`src/rtl/lab1_imul_accum_pkg.sv`:
```
// Shared types and default sizes for the multiplier product accumulator.
package lab1_imul_accum_pkg;

  localparam int unsigned W_DEF     = 32;
  localparam int unsigned NPROD_DEF = 4;

  typedef enum logic [0:0] {
    ACC  = 1'b0,
    DONE = 1'b1
  } state_e;

endpackage

```
`src/rtl/lab1_imul_prod_accum_dpath.sv`:
```
// Accumulator datapath: acc register, adder, first-product mux and group counter.
module lab1_imul_prod_accum_dpath
  import lab1_imul_accum_pkg::*;
#(
  parameter int unsigned NPROD = NPROD_DEF,
  parameter int unsigned W     = W_DEF,
  localparam int unsigned CW   = $clog2(NPROD + 1)
) (
  input  logic          clk,
  input  logic          reset,
  input  logic          in_xfer,
  input  logic [W-1:0]  in_msg,
  output logic [W-1:0]  acc,
  output logic [CW-1:0] cnt,
  output logic          last_prod
);

  logic [W-1:0]  acc_q, acc_d;
  logic [CW-1:0] cnt_q, cnt_d;

  assign last_prod = (cnt_q == CW'(NPROD - 1));
  assign acc       = acc_q;
  assign cnt       = cnt_q;

  // in_msg only reaches acc through the transfer branch, so idle X cannot leak in
  always_comb begin
    acc_d = acc_q;
    cnt_d = cnt_q;
    if (in_xfer) begin
      acc_d = (cnt_q == '0) ? in_msg : acc_q + in_msg;
      cnt_d = last_prod ? '0 : cnt_q + CW'(1);
    end
  end

  always_ff @(posedge clk or negedge reset) begin
    if (!reset) begin
      acc_q <= '0;
      cnt_q <= '0;
    end else begin
      acc_q <= acc_d;
      cnt_q <= cnt_d;
    end
  end

endmodule

```
`src/rtl/lab1_imul_prod_accum.sv`:
```
// Sums every NPROD consecutive multiplier products (mod 2^W) and emits one sum per group.
module lab1_imul_prod_accum
  import lab1_imul_accum_pkg::*;
#(
  parameter int unsigned NPROD = NPROD_DEF,
  parameter int unsigned W     = W_DEF
) (
  input  logic                         clk,
  input  logic                         reset,
  input  logic                         in_val,
  output logic                         in_rdy,
  input  logic [W-1:0]                 in_msg,
  output logic                         out_val,
  input  logic                         out_rdy,
  output logic [W-1:0]                 out_msg,
  output logic [$clog2(NPROD+1)-1:0]   cnt
);

  state_e state_q, state_d;
  logic   started_q, started_d;
  logic   in_xfer, out_xfer, last_prod;
  logic [W-1:0] acc;

  lab1_imul_prod_accum_dpath #(
    .NPROD (NPROD),
    .W     (W)
  ) u_dpath (
    .clk       (clk),
    .reset     (reset),
    .in_xfer   (in_xfer),
    .in_msg    (in_msg),
    .acc       (acc),
    .cnt       (cnt),
    .last_prod (last_prod)
  );

  // started_q keeps in_rdy low while reset is held and until the first edge after release
  always_comb begin
    state_d   = state_q;
    started_d = 1'b1;
    in_rdy    = (state_q == ACC) && started_q;
    out_val   = (state_q == DONE);
    out_msg   = acc;
    in_xfer   = in_val && in_rdy;
    out_xfer  = out_val && out_rdy;
    unique case (state_q)
      ACC:  if (in_xfer && last_prod) state_d = DONE;
      DONE: if (out_xfer)             state_d = ACC;
      default:                        state_d = ACC;
    endcase
  end

  always_ff @(posedge clk or negedge reset) begin
    if (!reset) begin
      state_q   <= ACC;
      started_q <= 1'b0;
    end else begin
      state_q   <= state_d;
      started_q <= started_d;
    end
  end

endmodule
```
`config.mk`:
```
export PLATFORM = sky130hd
export DESIGN_NAME = lab1_imul_prod_accum
export DESIGN_NICKNAME = d
export VERILOG_FILES = /design/src/rtl/lab1_imul_accum_pkg.sv /design/src/rtl/lab1_imul_prod_accum_dpath.sv /design/src/rtl/lab1_imul_prod_accum.sv
export SDC_FILE = /design/constraint.sdc
export NUM_CORES = 1
export LEC_CHECK = 0
export ABC_AREA = 1
export ABC_CLOCK_PERIOD_IN_PS = 2570
export CAP_MARGIN = 20
export CORE_MARGIN = 1.5
export CORE_UTILIZATION = 30
export CTS_BUF_LIST = sky130_fd_sc_hd__clkbuf_16
export CTS_CLUSTER_DIAMETER = 60
export DETAILED_ROUTE_END_ITERATION = 12
export SYNTH_ARGS = -nofsm -noshare
export SYNTH_HDL_FRONTEND = slang
export SYNTH_HIERARCHICAL = 1
export SYNTH_SLANG_ARGS = --single-unit
```
`constraint.sdc`:
```
create_clock -name clk -period 2.57 [get_ports clk]
set_clock_uncertainty 0.15 [all_clocks]
set_input_delay 0.514 -clock clk [delete_from_list [all_inputs] [get_ports clk]]
set_output_delay 0.514 -clock clk [all_outputs]
set_load 0.005 [all_outputs]
```
**Word level (Yosys, flattened, before mapping)**

Cells that the tools add are included.

- Flip-flop bits (word level): 37
- Input port bits: 36
- Logic and storage cells: 18

- Add/subtract/negate cells: 2
- Equal/unequal tests: 1
- Multiplexer cells: 5
- Bitwise operators: 1
- Reductions and logical operators: 5

Operators by type and width:

| operator | number |
|---|---|
| adder 32 bit | 1 |
| two-way mux 32 bit | 1 |
| logical AND 1 bit | 4 |
| adder 3 x 1 -> 3 bit (second input constant) | 1 |
| equality test 3 x 2 -> 1 bit (second input constant) | 1 |
| logical NOT 3 bit | 1 |
| two-way mux 3 bit | 1 |
| two-way mux 1 bit | 2 |
| one-hot mux 1 bit (2 select lines) | 1 |
| inverter 1 bit | 1 |

**Depth between registers and ports, before layout**

- Depth in word-level cells: 6
- Gate-level depth with buffers: 13

**By module**

The synthesis kept the hierarchy.

Modules (own cells, without submodules):

| module | instances | cells an instance | area each (µm²) | sequential area each (µm²) |
|---|---|---|---|---|
| lab1_imul_prod_accum_dpath | 1 | 714 | 4,038.9 | 875.8 |
| lab1_imul_prod_accum | 1 | 10 | 88.8 | 50.0 |

**Least setup slack after synthesis**

Ideal clock, no wire load.

- Kind: input port to flip-flop
- Start point: input in_msg[0]
- End point: register u_dpath.acc_q[16] (netlist: u_dpath/acc[16])
- Data arrival time: 1.897 ns
- Path slack: 0.399 ns
- Cell stages on the path: 12
- Cells stage by stage: ha_1 > fa_1 > nand3_1 > nand3_1 > nand2_1 > nand2_1 > nand2_1 > nand2_1 > nand2_1 > nand3_1 > o211ai_1 > nand2_1

- Word-level cells in the longest chain between the ends: 2

Ends and longest elaborated chain:

| item | line | text |
|---|---|---|
| from (decl) | lab1_imul_prod_accum.sv:12 | `input logic [W-1:0] in_msg,` |
| adder 32 bit | lab1_imul_prod_accum_dpath.sv:30 | `acc_d = (cnt_q == '0) ? in_msg : acc_q + in_msg;` |
| two-way mux 32 bit | lab1_imul_prod_accum_dpath.sv:30 |  |
| to (signal assigned) | lab1_imul_prod_accum_dpath.sv:37 | `acc_q <= '0;` |
| to (signal assigned) | lab1_imul_prod_accum_dpath.sv:40 | `acc_q <= acc_d;` |
| to (decl) | lab1_imul_prod_accum_dpath.sv:18 | `logic [W-1:0] acc_q, acc_d;` |

Every way passes these cells.
A chain may end at the register's enable or synchronous reset.

**Worst setup path after layout**

- Start point: input in_msg[0]
- End point: register u_dpath.acc_q[22] (netlist: u_dpath/acc[22])

Same word-level chain as after synthesis.

==> results.py <==
metrics = {
    "placed_design": {
        "numPortBuffers": 72,
        "dp_cells": 1005,
        "place_congestion": 0.918,
        "dp_hpwl_mm": 9.77,
    },
    "worst_setup_path": {
        "crit_fanout": 3,
        "cp_common_cell": "nand2_1",
        "worst-setup-path-type": "input port to flop",
        "startpoint_type": "input port",
        "required_ns": 2.60,
        "crit_buf_inv": 2,
        "crit_chain": "clkdlybuf4s50_1 > ha_2 > fa_2 > buf_4 > nand2_1 > nand3_2 > nand2_1 > nand2_2 > nand2_1 > nand2_1 > nand2_1 > nand3_1 > nand2_1 > nand2_1",
        "arrival_ns": 2.45,
        "cp_top_family": "simple AND/OR/NAND/NOR gates",
        "cpPeakStageDelay_ns": 0.44,
        "end_kind": "flop",
        "cp_slowest_cell": "clkdlybuf4s50_1",
    },
    "pwr": {
        "ir_worst_vdd_v": 0.000358,
        "pwr_density_cell_nw_per_um2": 1160,
        "p_leak_nw": 3.22,
    },
    "floorplanning": {
        "num_rows": 42,
        "start_util_pct": 30.9,
        "die_h_um": 120,
        "core_sq_um": 13300,
        "io_pins": 73,
        "fp.dieArea_sq_um": 14500,
        "dieWidth_um": 120,
    },
    "final_layout": {
        "syn_to_final_growth_pct": 34.9,
        "diodes": 0,
        "final_util_pct": 41.7,
        "layout.nets": 906,
        "stdcell_count": 1013,
        "drive_gt1_share_pct": 9.32,
    },
    "cts": {
        "cts.sinks": 37,
        "ctsHoldBuffers": 0,
        "cts.path.max_buffers": 2,
        "cts-root-buf": "clkbuf_16",
        "cts_tree": "done",
        "cts_buffers": 5,
        "path_clk_slew_ns": 0.07,
        "cts_setup_buffers": 0,
        "clkLatencyLatePin_ns": 0.30,
        "htreeDepth": 2,
    },
    "logic_synthesis": {
        "synth_top_cell_by_area": "nand2_1",
        "netlist_top_cells_area": "nand2_1 (27%), dfrtp_1 (22%), inv_1 (12%), ha_1 (10%), nand3_1 (6.4%)",
        "synth_top_area_share_pct": 26.9,
        "netlist_instances": 724,
        "synth.cell_area_sq_um": 4130,
        "syn_avg_cell_area_sq_um": 5.70,
        "synth_cell_types": 28,
        "syn_nets": 794,
        "synth_warnings": 6,
        "seq_area_frac_synth_pct": 22.4,
        "ys_ff_latch": 37,
    },
    "route": {
        "first_pass_iters": 5,
        "wire_per_inst_um": 12.5,
        "drt-total-wl_mm": 12.7,
        "drc": 0,
        "dr_total_vias": 4550,
        "drt-initial-drc-count": 323,
        "ant_nets": 0,
        "vias_per_cell": 4.49,
    },
    "sta": {
        "fin_crit_sh_pct": 94.2,
        "finalHoldViolations": 0,
        "worst_pin_slew_ns": 0.532,
        "setup_violations": 0,
        "fmax_mhz": 413,
        "period_needed_ns": 2.42,
        "max_slew_margin_pct": 64.6,
        "whs_ns": 0.136,
        "drv_slew": 0,
        "tns_ns": 0,
    },
    "grt": {
        "grt-ovfl-total": 0,
        "grt_pass1_wl_mm": 20.9,
        "grt_max_degree": 46,
        "grt_pass1_vias": 4280,
        "grt_usage_pct": 18.0,
        "antenna_found_initial": 0,
    },
    "hold_path": {
        "min_path_type": "input port to asynchronous set/reset pin",
    },
    "run_status": {
        "run_status": "complete, no violations",
    },
    "job": {
        "maxCapViolations": 0,
    },
}
[area by class of cell]
class,count,area (sq um)
clock buffers,5,125
clock inverters,3,22.5
fillers,1480,7780
inverters,136,510
multi-input cells,538,2680
flip-flops and latches,37,926
well taps,176,220
repair buffers,118,1090
[cell usage after synthesis (all sizes together)]
| master | instances |
|---|---|
| a21oi | 28 |
| nand4 | 4 |
| buf | 3 |
| and3 | 1 |
| dfrtp | 37 |
| fa | 1 |
| o211ai | 5 |
| o21bai | 4 |
| clkinv | 1 |
| nand2 | 303 |
| inv | 135 |
| clkbuf | 10 |
| xor2 | 5 |
| and2 | 1 |
| nor2 | 50 |
| or2 | 7 |
| conb | 1 |
| ha | 33 |
| xnor2 | 10 |
| a21o | 1 |
| nor3 | 3 |
| nand3 | 54 |
| o21ai | 27 |
[stage by stage]
stage          power, mW  worst slack, ns  area, sq um
2_1_floorplan       3.85            0.399         4130
3_3_place_gp        5.71           -0.187         5380
3_5_place_dp        5.72           -0.211         5380
4_1_cts             6.41           0.0889         5530
5_1_grt             7.11          -0.0134         5570
6_report            6.43            0.149         5570
[where the power goes]
| part | switching (mW) | leakage (nW) | internal (mW) |
|---|---|---|---|
| registers | 0.254 | 0.456 | 0.852 |
| clock network | 0.289 | 0.0738 | 0.362 |
| logic | 2.55 | 2.69 | 2.12 |
| total | 3.10 | 3.22 | 3.34 |
[metal layers]
layer / track usage [%] / wire (um) / vias up
met5: 0 / 0 / -
met3: 2.12 / 526 / 5
met2: 27.8 / 5380 / 99
met1: 26.8 / 6630 / 2006
li1: - / - / 2440
met4: 3.97 / 113 / 0
[registers in the layout, indices dropped and copies added (netlist names)]
register and cells:
out_val 1, u_dpath/acc 32, started_q 1, u_dpath/cnt 3
[repair_timing]
action	in CTS	in global routing
hold endpoints to repair	0	0
resized for setup	0	6
endpoints found under the setup margin	0	10
[path summary, 6_finish.rpt]
path,from,end,slack [ns],cells after the start
max reg2reg,u_dpath/acc[0],u_dpath/acc[22],0.42,13
max in group asynchronous,reset,u_dpath/acc[3],1.77,2
min,reset,u_dpath/acc[10],0.14,2
max,in_msg[0],u_dpath/acc[22],0.15,14
min in group clk,u_dpath/acc[25],u_dpath/acc[25],0.37,2
min reg2reg,u_dpath/acc[25],u_dpath/acc[25],0.37,2
[kinds of logic after synthesis]
logic type      share of synthesized area [%]
other cells                            0.0908
xor+xnor                                 3.18
simple gates                             41.7
flops                                    22.4
compound gates                           8.49
buf+inv                                  13.6
fa+ha+maj                                10.5
[cells in the final DEF, fill, tap and decap left out, drive strengths merged]
master         count
inv              135
ha                33
and3               1
fa                 1
nor2              50
nand4              4
nand2            303
o21ai             27
o21bai             4
xor2               5
dfrtp             37
nand3             54
nor3               3
buf               47
a21oi             28
or2                7
o211ai             5
clkinv             4
xnor2             10
and2               1
a21o               1
clkdlybuf4s50     71
clkbuf             5
conb               1
(Power assumes the default switching activity.)
